**src/rtl/prod_accum_pkg.sv**
```systemverilog
// Shared types and saturation helpers for the signed product accumulator.
package prod_accum_pkg;

   typedef enum logic [0:0] {
      ST_ACC  = 1'b0,
      ST_HOLD = 1'b1
   } state_e;

   // Working width for the helpers; every caller width must stay well below this.
   localparam int unsigned WIDE_W = 64;

   typedef logic signed [WIDE_W-1:0] wide_t;

   typedef struct packed {
      wide_t sum;
      logic  sat;
   } sat_sum_t;

   // Largest value representable in a w-bit two's complement word.
   function automatic wide_t max_s(input int unsigned w);
      return (wide_t'(1) <<< (w - 1)) - wide_t'(1);
   endfunction

   // Smallest value representable in a w-bit two's complement word.
   function automatic wide_t min_s(input int unsigned w);
      return -(wide_t'(1) <<< (w - 1));
   endfunction

   // Add two sign-extended operands and clamp to the w-bit signed range.
   function automatic sat_sum_t sat_add(input wide_t a, input wide_t b, input int unsigned w);
      wide_t    s;
      sat_sum_t r;
      s     = a + b;
      r.sum = s;
      r.sat = 1'b0;
      if (s > max_s(w)) begin
         r.sum = max_s(w);
         r.sat = 1'b1;
      end else if (s < min_s(w)) begin
         r.sum = min_s(w);
         r.sat = 1'b1;
      end
      return r;
   endfunction

endpackage

```
**src/rtl/prod_accum_if.sv**
```systemverilog
// Product input stream and frame result stream of the accumulator.
interface prod_accum_if #(
   parameter int IN_W  = 16,
   parameter int OUT_W = 16,
   parameter int LEN_W = 8
);
   logic                    in_valid;
   logic                    in_ready;
   logic signed [IN_W-1:0]  in_data;
   logic                    in_last;
   logic                    out_valid;
   logic                    out_ready;
   logic signed [OUT_W-1:0] out_data;
   logic                    out_sat;
   logic [LEN_W-1:0]        out_count;

   // Upstream product source and downstream result consumer.
   modport master (
      output in_valid, in_data, in_last, out_ready,
      input  in_ready, out_valid, out_data, out_sat, out_count
   );

   // The accumulator itself.
   modport slave (
      input  in_valid, in_data, in_last, out_ready,
      output in_ready, out_valid, out_data, out_sat, out_count
   );
endinterface

```
**src/rtl/prod_accum_sat_clip.sv**
```systemverilog
// Combinational signed narrowing with saturation and a clip indicator.
module sat_clip
   import prod_accum_pkg::*;
#(
   parameter int IN_W  = 24,
   parameter int OUT_W = 16
) (
   input  logic signed [IN_W-1:0]  i_val,
   output logic signed [OUT_W-1:0] o_val,
   output logic                    o_clip
);

   wide_t w_val;

   assign w_val = wide_t'(i_val);

   // Clamp to the narrow range, otherwise pass the low bits through.
   always_comb begin
      o_val  = OUT_W'(w_val);
      o_clip = 1'b0;
      if (w_val > max_s(OUT_W)) begin
         o_val  = OUT_W'(max_s(OUT_W));
         o_clip = 1'b1;
      end else if (w_val < min_s(OUT_W)) begin
         o_val  = OUT_W'(min_s(OUT_W));
         o_clip = 1'b1;
      end
   end

endmodule

```
**src/rtl/prod_accum.sv**
```systemverilog
// Signed product accumulator: sums each frame of products and emits one
// scaled, saturated result per frame.
//
//   state   | meaning
//   --------+-----------------------------------------------------------
//   S_ACC   | accepting products, summing into r_acc
//   S_HOLD  | frame result presented, waiting for out_ready; input stalled
module prod_accum
   import prod_accum_pkg::*;
#(
   parameter int IN_W  = 16,
   parameter int ACC_W = 24,
   parameter int OUT_W = 16,
   parameter int SHIFT = 0,
   parameter int LEN_W = 8
) (
   input logic         clk,
   input logic         rst,
   prod_accum_if.slave io_bus
);

   localparam logic [0:0]       S_ACC   = ST_ACC;
   localparam logic [0:0]       S_HOLD  = ST_HOLD;
   localparam logic [LEN_W-1:0] CNT_MAX = '1;

   logic [0:0]              r_state;
   logic signed [ACC_W-1:0] r_acc;
   logic [LEN_W-1:0]        r_count;
   logic                    r_sat;
   logic signed [OUT_W-1:0] r_out_data;
   logic                    r_out_sat;
   logic [LEN_W-1:0]        r_out_count;

   logic                    w_fire;
   logic                    w_final;
   sat_sum_t                w_add;
   logic signed [ACC_W-1:0] w_acc_next;
   logic signed [ACC_W-1:0] w_acc_shift;
   logic [LEN_W-1:0]        w_count_next;
   logic signed [OUT_W-1:0] w_clip_val;
   logic                    w_clip;

   assign w_fire       = io_bus.in_valid && (r_state == S_ACC);
   assign w_final      = w_fire && io_bus.in_last;
   assign w_add        = sat_add(wide_t'(r_acc), wide_t'(io_bus.in_data), ACC_W);
   assign w_acc_next   = ACC_W'(w_add.sum);
   assign w_count_next = (r_count == CNT_MAX) ? r_count : r_count + 1'b1;

   // The result is taken from the sum that already includes the last sample.
   assign w_acc_shift  = w_acc_next >>> SHIFT;

   sat_clip #(
      .IN_W (ACC_W),
      .OUT_W(OUT_W)
   ) u_clip (
      .i_val (w_acc_shift),
      .o_val (w_clip_val),
      .o_clip(w_clip)
   );

   // Frame FSM with the running sum, sample count and sticky saturation flag.
   always_ff @(posedge clk or posedge rst) begin
      if (rst) begin
         r_state <= S_ACC;
         r_acc   <= '0;
         r_count <= '0;
         r_sat   <= 1'b0;
      end else if (r_state == S_ACC) begin
         if (w_fire) begin
            r_acc   <= w_acc_next;
            r_count <= w_count_next;
            r_sat   <= r_sat | w_add.sat;
            if (io_bus.in_last) begin
               r_state <= S_HOLD;
            end
         end
      end else begin
         if (io_bus.out_ready) begin
            r_state <= S_ACC;
            r_acc   <= '0;
            r_count <= '0;
            r_sat   <= 1'b0;
         end
      end
   end

   // Result registers load once per frame and keep their value afterwards.
   always_ff @(posedge clk or posedge rst) begin
      if (rst) begin
         r_out_data  <= '0;
         r_out_sat   <= 1'b0;
         r_out_count <= '0;
      end else if (w_final) begin
         r_out_data  <= w_clip_val;
         r_out_sat   <= r_sat | w_add.sat | w_clip;
         r_out_count <= w_count_next;
      end
   end

   assign io_bus.in_ready  = (r_state == S_ACC);
   assign io_bus.out_valid = (r_state == S_HOLD);
   assign io_bus.out_data  = r_out_data;
   assign io_bus.out_sat   = r_out_sat;
   assign io_bus.out_count = r_out_count;

endmodule
```
**src/flat_wrapper.sv**
```systemverilog
// flat-port wrapper written by rule: the top's interface ports become plain ports
module prod_accum_flat import prod_accum_pkg::*;
#(
   parameter int IN_W  = 16,
   parameter int ACC_W = 24,
   parameter int OUT_W = 16,
   parameter int SHIFT = 0,
   parameter int LEN_W = 8
)
  (clk, rst, io_bus_in_valid, io_bus_in_data, io_bus_in_last, io_bus_out_ready, io_bus_in_ready, io_bus_out_valid, io_bus_out_data, io_bus_out_sat, io_bus_out_count);
  prod_accum_if #(.IN_W(IN_W), .OUT_W(OUT_W), .LEN_W(LEN_W)) io_bus_i ();
  input logic clk;
  input logic rst;
  input wire logic [$bits(io_bus_i.in_valid)-1:0] io_bus_in_valid;
  input wire logic [$bits(io_bus_i.in_data)-1:0] io_bus_in_data;
  input wire logic [$bits(io_bus_i.in_last)-1:0] io_bus_in_last;
  input wire logic [$bits(io_bus_i.out_ready)-1:0] io_bus_out_ready;
  output wire logic [$bits(io_bus_i.in_ready)-1:0] io_bus_in_ready;
  output wire logic [$bits(io_bus_i.out_valid)-1:0] io_bus_out_valid;
  output wire logic [$bits(io_bus_i.out_data)-1:0] io_bus_out_data;
  output wire logic [$bits(io_bus_i.out_sat)-1:0] io_bus_out_sat;
  output wire logic [$bits(io_bus_i.out_count)-1:0] io_bus_out_count;
  assign io_bus_i.in_valid = io_bus_in_valid;
  assign io_bus_i.in_data = io_bus_in_data;
  assign io_bus_i.in_last = io_bus_in_last;
  assign io_bus_i.out_ready = io_bus_out_ready;
  assign io_bus_in_ready = io_bus_i.in_ready;
  assign io_bus_out_valid = io_bus_i.out_valid;
  assign io_bus_out_data = io_bus_i.out_data;
  assign io_bus_out_sat = io_bus_i.out_sat;
  assign io_bus_out_count = io_bus_i.out_count;
  prod_accum #(.IN_W(IN_W), .ACC_W(ACC_W), .OUT_W(OUT_W), .SHIFT(SHIFT), .LEN_W(LEN_W)) u_core (.clk(clk), .rst(rst), .io_bus(io_bus_i));
endmodule
```
**config.mk**
```make
export PLATFORM = sky130hd
export DESIGN_NAME = prod_accum_flat
export DESIGN_NICKNAME = d
export VERILOG_FILES = /design/src/rtl/prod_accum_pkg.sv /design/src/rtl/prod_accum_if.sv /design/src/rtl/prod_accum_sat_clip.sv /design/src/rtl/prod_accum.sv /design/src/flat_wrapper.sv
export SDC_FILE = /design/constraint.sdc
export NUM_CORES = 1
export LEC_CHECK = 0
export CAP_MARGIN = 20
export CORE_MARGIN = 5
export CORE_UTILIZATION = 55
export CTS_CLUSTER_DIAMETER = 100
export CTS_CLUSTER_SIZE = 25
export DETAILED_ROUTE_END_ITERATION = 12
export HOLD_SLACK_MARGIN = 0.02
export PLACE_DENSITY_LB_ADDON = 0.25
export SYNTH_ARGS = -nofsm -noshare
export SYNTH_HDL_FRONTEND = slang
export SYNTH_SLANG_ARGS = --single-unit
```
**constraint.sdc**
```tcl
create_clock -name clk -period 4.3 [get_ports clk]
set_input_delay 0.43 -clock clk [delete_from_list [all_inputs] [get_ports clk]]
set_output_delay 0.43 -clock clk [all_outputs]
set_load 0.1 [all_outputs]
```
# [Word level (Yosys, flattened, before mapping)]
# Index checks and enable logic that the tools add are counted.
[classes] n_lt_le_gt_ge=4 n_shift=0 multipliers=0 n_mux=20 addsub=2 eq_ne=2 n_reduce_logical=4 bitwise=3 div=0
[op_table] op="two-way mux 24 bit" count=3
[op_table] op="two-way mux 25 bit" count=2
[op_table] op="two-way mux 16 bit" count=2
[op_table] op="two-way mux 8 bit" count=4
[op_table] op="adder 24 x 16 -> 25 bit" count=1
[op_table] op="greater-than comparator 25 x 24 -> 1 bit, second input constant" count=1
[op_table] op="less-than comparator 25 x 24 -> 1 bit, second input constant" count=1
[op_table] op="greater-than comparator 24 x 16 -> 1 bit, second input constant" count=1
[op_table] op="less-than comparator 24 x 16 -> 1 bit, second input constant" count=1
[op_table] op="two-way mux 1 bit" count=9
[op_table] op="adder 8 x 1 -> 8 bit, second input constant" count=1
[op_table] op="== test 8 bit, second input constant" count=1
[op_table] op="logical AND 1 bit" count=2
[op_table] op="!= test 2 bit, second input constant" count=1
[op_table] op="bitwise OR 1 bit" count=2
[op_table] op="AND reduction 2 bit" count=1
[op_table] op="nonzero test 2 bit" count=1
[op_table] op="inverter 1 bit" count=1
[totals] mem_bits_rw=0 memories=0 mem_bits_ro=0 out_inout_bits=27 latch_bits=0 regBits=59

# [Longest topological paths before layout]
[depth] ltp_word=8 depth_mapped=13 depth_no_buf=12

# [Hierarchy]
# A second synthesis with hierarchy kept.
[hier_totals] cells_unflattened=502 hier_area_um2=4468.0
[by_module_without_submodules] mod="prod_accum" seq_area_each_um2=1476.4 cells_per_inst=457 instances=1 area_per_inst_um2=4167.7
[by_module_without_submodules] mod="sat_clip" seq_area_each_um2=0.0 cells_per_inst=45 instances=1 area_per_inst_um2=300.3

# [Worst setup path after synthesis]
# OpenSTA, ideal clock, no wires.
[synth_timing] path_kind="input-to-reg" from="in io_bus_in_data[0]" to="reg u_core.r_out_data[10], in the netlist u_core.io_bus.out_data[10]" setup_ns=0.083 t_required_ns=4.217 stages=13 path_slack_ns=1.165 arrival_ns=3.052 cell_sequence="ha_1 > inv_1 > fa_1 > nand2b_1 > a21o_1 > a211o_1 > a21o_1 > a211oi_1 > nand3_1 > nor4_1 > a31oi_2 > buf_2 > o22ai_1"
[synth_via] elab_chain_cells=7 word_cells_on_any_way=9
[synth_lines] element="start, declared" line_no="flat_wrapper.sv:15" text="input wire logic [$bits(io_bus_i.in_data)-1:0] io_bus_in_data;"
[synth_lines] element="adder 24 x 16 -> 25 bit *" line_no="prod_accum_pkg.sv:33" text="s = a + b;"
[synth_lines] element="less-than comparator 25 x 24 -> 1 bit" line_no="prod_accum_pkg.sv:39" text="end else if (s < min_s(w)) begin"
[synth_lines] element="two-way mux 25 bit" line_no="prod_accum_pkg.sv:39"
[synth_lines] element="two-way mux 25 bit *" line_no="prod_accum_pkg.sv:36" text="if (s > max_s(w)) begin"
[synth_lines] element="less-than comparator 24 x 16 -> 1 bit" line_no="prod_accum_sat_clip.sv:24" text="end else if (w_val < min_s(OUT_W)) begin"
[synth_lines] element="two-way mux 16 bit" line_no="prod_accum_sat_clip.sv:24"
[synth_lines] element="two-way mux 16 bit *" line_no="prod_accum_sat_clip.sv:21" text="if (w_val > max_s(OUT_W)) begin"
[synth_lines] element="end signal, assigned" line_no="prod_accum.sv:94" text="r_out_data <= w_clip_val;"
[synth_lines] element="end, declared" line_no="prod_accum.sv:30" text="logic signed [OUT_W-1:0] r_out_data;"
# Every way passes the cells marked *; elsewhere a longest branch is shown, timed or not.
# A chain may end at the register's enable or synchronous reset.

# [Final worst setup path]
[layout_timing] from="in io_bus_in_data[15]" to="reg u_core.r_out_data[7], in the netlist u_core.io_bus.out_data[7]"
# The elaborated chain is that of the path after synthesis.

==> flow_metrics.py <==
metrics = {
    "grt": {
        "grt_pass1_vias": 3735,
        "grt-ovfl-total": 0,
        "grt_max_degree": 40,
        "grt_pass1_wl_mm": 18.1,
        "grt_use_total_pct": 25.1,
        "antenna_found_initial": 0,
    },
    "final_layout": {
        "drive_gt1_share_pct": 6.25,
        "final_nets": 571,
        "fin_cells": 627,
        "utilization_pct": 66.4,
        "antenna_cells": 0,
        "fillCellCount": 635,
        "syn_to_final_growth_pct": 18.0,
    },
    "clocking": {
        "cts_tree": "done",
        "cts.sinks": 59,
        "cts_root_buffer": "clkbuf_8",
        "cts.reportedPaths.clkPinSlew_ns": 0.06,
        "cts_max_path_buffers": 2,
        "post_cts_buffers": 0,
        "cts_resized": 0,
        "cts_buffers": 9,
        "htree_levels": 3,
        "cts_hold_buf": 0,
        "clkLatencyLatePin_ns": 0.33,
    },
    "detailed_routing": {
        "finalWirelength_mm": 11.0,
        "drt_iter0_drc": 287,
        "wl_per_cell_um": 17.6,
        "vias": 3878,
        "drtPass1Iterations": 6,
        "drc_errors": 0,
        "viasPerCell": 6.19,
        "ant_nets": 0,
    },
    "worst_hold_path": {
        "worstHoldStart": "u_core.io_bus.out_count[0]$_DFFE_PP0P_",
        "holdPathEnd": "u_core.io_bus.out_count[0]$_DFFE_PP0P_",
        "hold_path.class": "reg -> reg",
        "hold_path_depth": 2,
    },
    "sta": {
        "rsz0062_at_grt": "false",
        "timing.fmax_mhz": 258,
        "setup_tns_ns": 0,
        "finClkSkew_ns": 0.00766,
        "max_slew_margin_pct": 34.0,
        "setup_viol": 0,
        "tightest_slew_ns": 0.987,
        "finalCritPeriodShare_pct": 90.3,
        "hold_viol_final": 0,
        "fin_crit_ns": 3.88,
        "slew_viol_final": 0,
    },
    "setup_path": {
        "r2r_cells": 13,
        "r2r_end": "u_core.io_bus.out_data[7]$_DFFE_PP0P_",
        "critPathMaxFanout": 15,
        "arrival_ns": 4.12,
        "end_kind": "flip-flop",
        "cp_data_required_time_ns": 4.54,
        "reg2reg_slack_ns": 0.76,
        "startpoint_type": "input port",
        "critPathKind": "in -> reg",
        "r2r_start": "u_core.r_acc[0]$_DFFE_PP0P_",
    },
    "placed_design": {
        "routabilityCongestion": 0.899,
        "dpl.hpwl_mm": 8.15,
        "port_buffers": 47,
        "dp.cells": 612,
    },
    "synthesis": {
        "syn_area_um2": 4060,
        "ys_ff_latch": 59,
        "synth-edff-count": 0,
        "netlist.area_leader.share_pct": 36.4,
        "synth_fp_nets": 528,
        "ys_top_cells_by_area": "dfrtp_1, o21ai_0, ha_1, nand2_1, a21oi_1",
        "synth_cells": 481,
        "synth_cell_types": 59,
        "synth_warnings": 0,
        "yosysTopAreaCell": "dfrtp_1",
        "ys_seq_area_share_pct": 36.4,
        "synth-async-reset-ratio_pct": 100,
        "syn_avg_cell_area_um2": 8.44,
        "synth-main-ff-cell": "dfrtp_1",
    },
    "floorplanning": {
        "dieArea_um2": 9200,
        "num_rows": 31,
        "die_h_um": 95.9,
        "die_w_um": 95.9,
        "initial_core_util_pct": 56.3,
        "ios": 48,
        "core_region_area_um2": 7210,
    },
    "pwr": {
        "switching_share_pct": 53.1,
        "ir_drop_mv": 0.616,
        "p_seq_share_pct": 22.1,
        "power_density_nw_per_um2": 848,
        "switchingPower_w": 0.00216,
        "p_int_w": 0.00190,
        "power_w": 0.00406,
        "p_comb_share_pct": 66.3,
        "p_leak_nw": 1.99,
        "clkPwrFrac_pct": 11.5,
    },
    "flow_run": {
        "drv_cap": 0,
    },
    "run_status": {
        "status": "finished clean",
    },
}
## Yosys cell counts, types with 2 or more instances
cell type and number:
a21o_1 4, a31oi_1 6, a211oi_1 8, a22o_1 13, nor2b_1 3, a21oi_1 34, xor2_1 11, nand4_1 5
o21a_1 7, clkbuf_1 14, or3_1 2, a21oi_2 3, o31ai_1 5, o211ai_1 6, inv_1 12, nand2_1 63
nor2_1 33, nor3_1 6, o21ai_0 70, nand2b_1 4, or2_2 2, dfrtp_1 59, nand3_1 5, a211o_1 2
o211a_1 2, o22ai_1 16, o21ai_1 4, mux2i_1 3, and3_1 5, buf_2 7, or2_1 2, xnor2_1 10
and2_1 5, ha_1 25
## final cells by class
| class | count | area (um^2) | area share [%] |
|---|---|---|---|
| sequential | 59 | 1480 | 30.8 |
| tap | 99 | 124 | 2.59 |
| timing repair buffer | 55 | 531 | 11.1 |
| clock inverter | 3 | 40.0 | 0.836 |
| inverter | 12 | 45.0 | 0.941 |
| clock buffer | 12 | 135 | 2.82 |
| multi-input combinational | 387 | 2440 | 50.9 |
## cells by family (layout without fill, tap and decap cells)
logic type / Yosys count / after routing / share of synthesized area (%)
buffers and inverters: 35 / 82 / 3.67
AND/OR/NAND/NOR: 143 / 143 / 16.4
adder cells (fa/ha/maj): 26 / 26 / 8.20
multiplexers: 5 / 5 / 1.36
XOR/XNOR: 21 / 21 / 4.53
flip-flops: 59 / 59 / 36.4
AO/OA/AOI/OAI: 192 / 192 / 29.5
## registers in the layout (all words and copies together), names as in the netlist
| register | count |
|---|---|
| u_core.r_sat | 1 |
| u_core.io_bus.out_sat | 1 |
| u_core.io_bus.out_count | 8 |
| u_core.io_bus.out_data | 16 |
| u_core.io_bus.out_valid | 1 |
| u_core.r_acc | 24 |
| u_core.r_count | 8 |
## cells in the final DEF (no fill, tap or decap), types with 6 or more instances in the layout
cell type / n
a211oi_1: 8
a21oi_1: 33
a22o_1: 13
a31oi_1: 6
buf_4: 8
clkbuf_8: 9
clkdlybuf4s50_1: 47
dfrtp_1: 59
ha_1: 25
inv_1: 11
nand2_1: 63
nor2_1: 33
nor3_1: 6
o211ai_1: 6
o21a_1: 7
o21ai_0: 70
o22ai_1: 16
xnor2_1: 10
xor2_1: 11
## power by group through the flow
stage	clock network (W)	registers (W)	logic, W
3_5_place_dp	0	0.000903	0.00263
2_1_floorplan	0	0.00139	0.00149
4_1_cts	0.000478	0.000895	0.00266
3_3_place_gp	0	0.000897	0.00260
5_1_grt	0.000503	0.000917	0.00290
6_report	0.000469	0.000897	0.00269
## worst max-delay path by stage
stage	startpoint	to	slack (ns)	cells after the start
after floorplan	io_bus_in_data[0]	u_core.io_bus.out_data[10]$_DFFE_PP0P_	1.17	13
after global placement	io_bus_in_data[15]	u_core.io_bus.out_data[9]$_DFFE_PP0P_	0.19	11
after detailed placement	io_bus_in_data[15]	u_core.io_bus.out_data[7]$_DFFE_PP0P_	0.18	11
after CTS	io_bus_in_data[15]	u_core.io_bus.out_data[7]$_DFFE_PP0P_	0.50	11
after global routing	io_bus_in_data[15]	u_core.io_bus.out_data[7]$_DFFE_PP0P_	0.27	12
final	io_bus_in_data[15]	u_core.io_bus.out_data[7]$_DFFE_PP0P_	0.42	12
## critical path, stage by stage
cell and delay, ns:
clkdlybuf4s50_1 0.61, ha_1 0.52, a21oi_1 0.28, o21a_1 0.20, nor4b_1 0.06, a211oi_1 0.31, and2_1 0.32, mux2i_2 0.55
and3_1 0.35, a31oi_2 0.11, buf_4 0.23, o22ai_1 0.14
## through the flow
step / hold WS, ns / setup WS, ns / instance area [um^2]
detailed placement: 0.471 / 0.182 / 4610
global placement: 0.465 / 0.195 / 4610
floorplan: 0.443 / 1.17 / 4060
CTS: 0.488 / 0.498 / 4790
finish: 0.485 / 0.417 / 4790
global route: 0.505 / 0.275 / 4790
## per-layer routing
metal / GRT usage (%) / wire length [um]
met1: 35.0 / 4940
met5: 0 / 0
met2: 40.1 / 5130
met4: 6.64 / 153
met3: 4.53 / 798
Power figures use the tool's default switching activity.
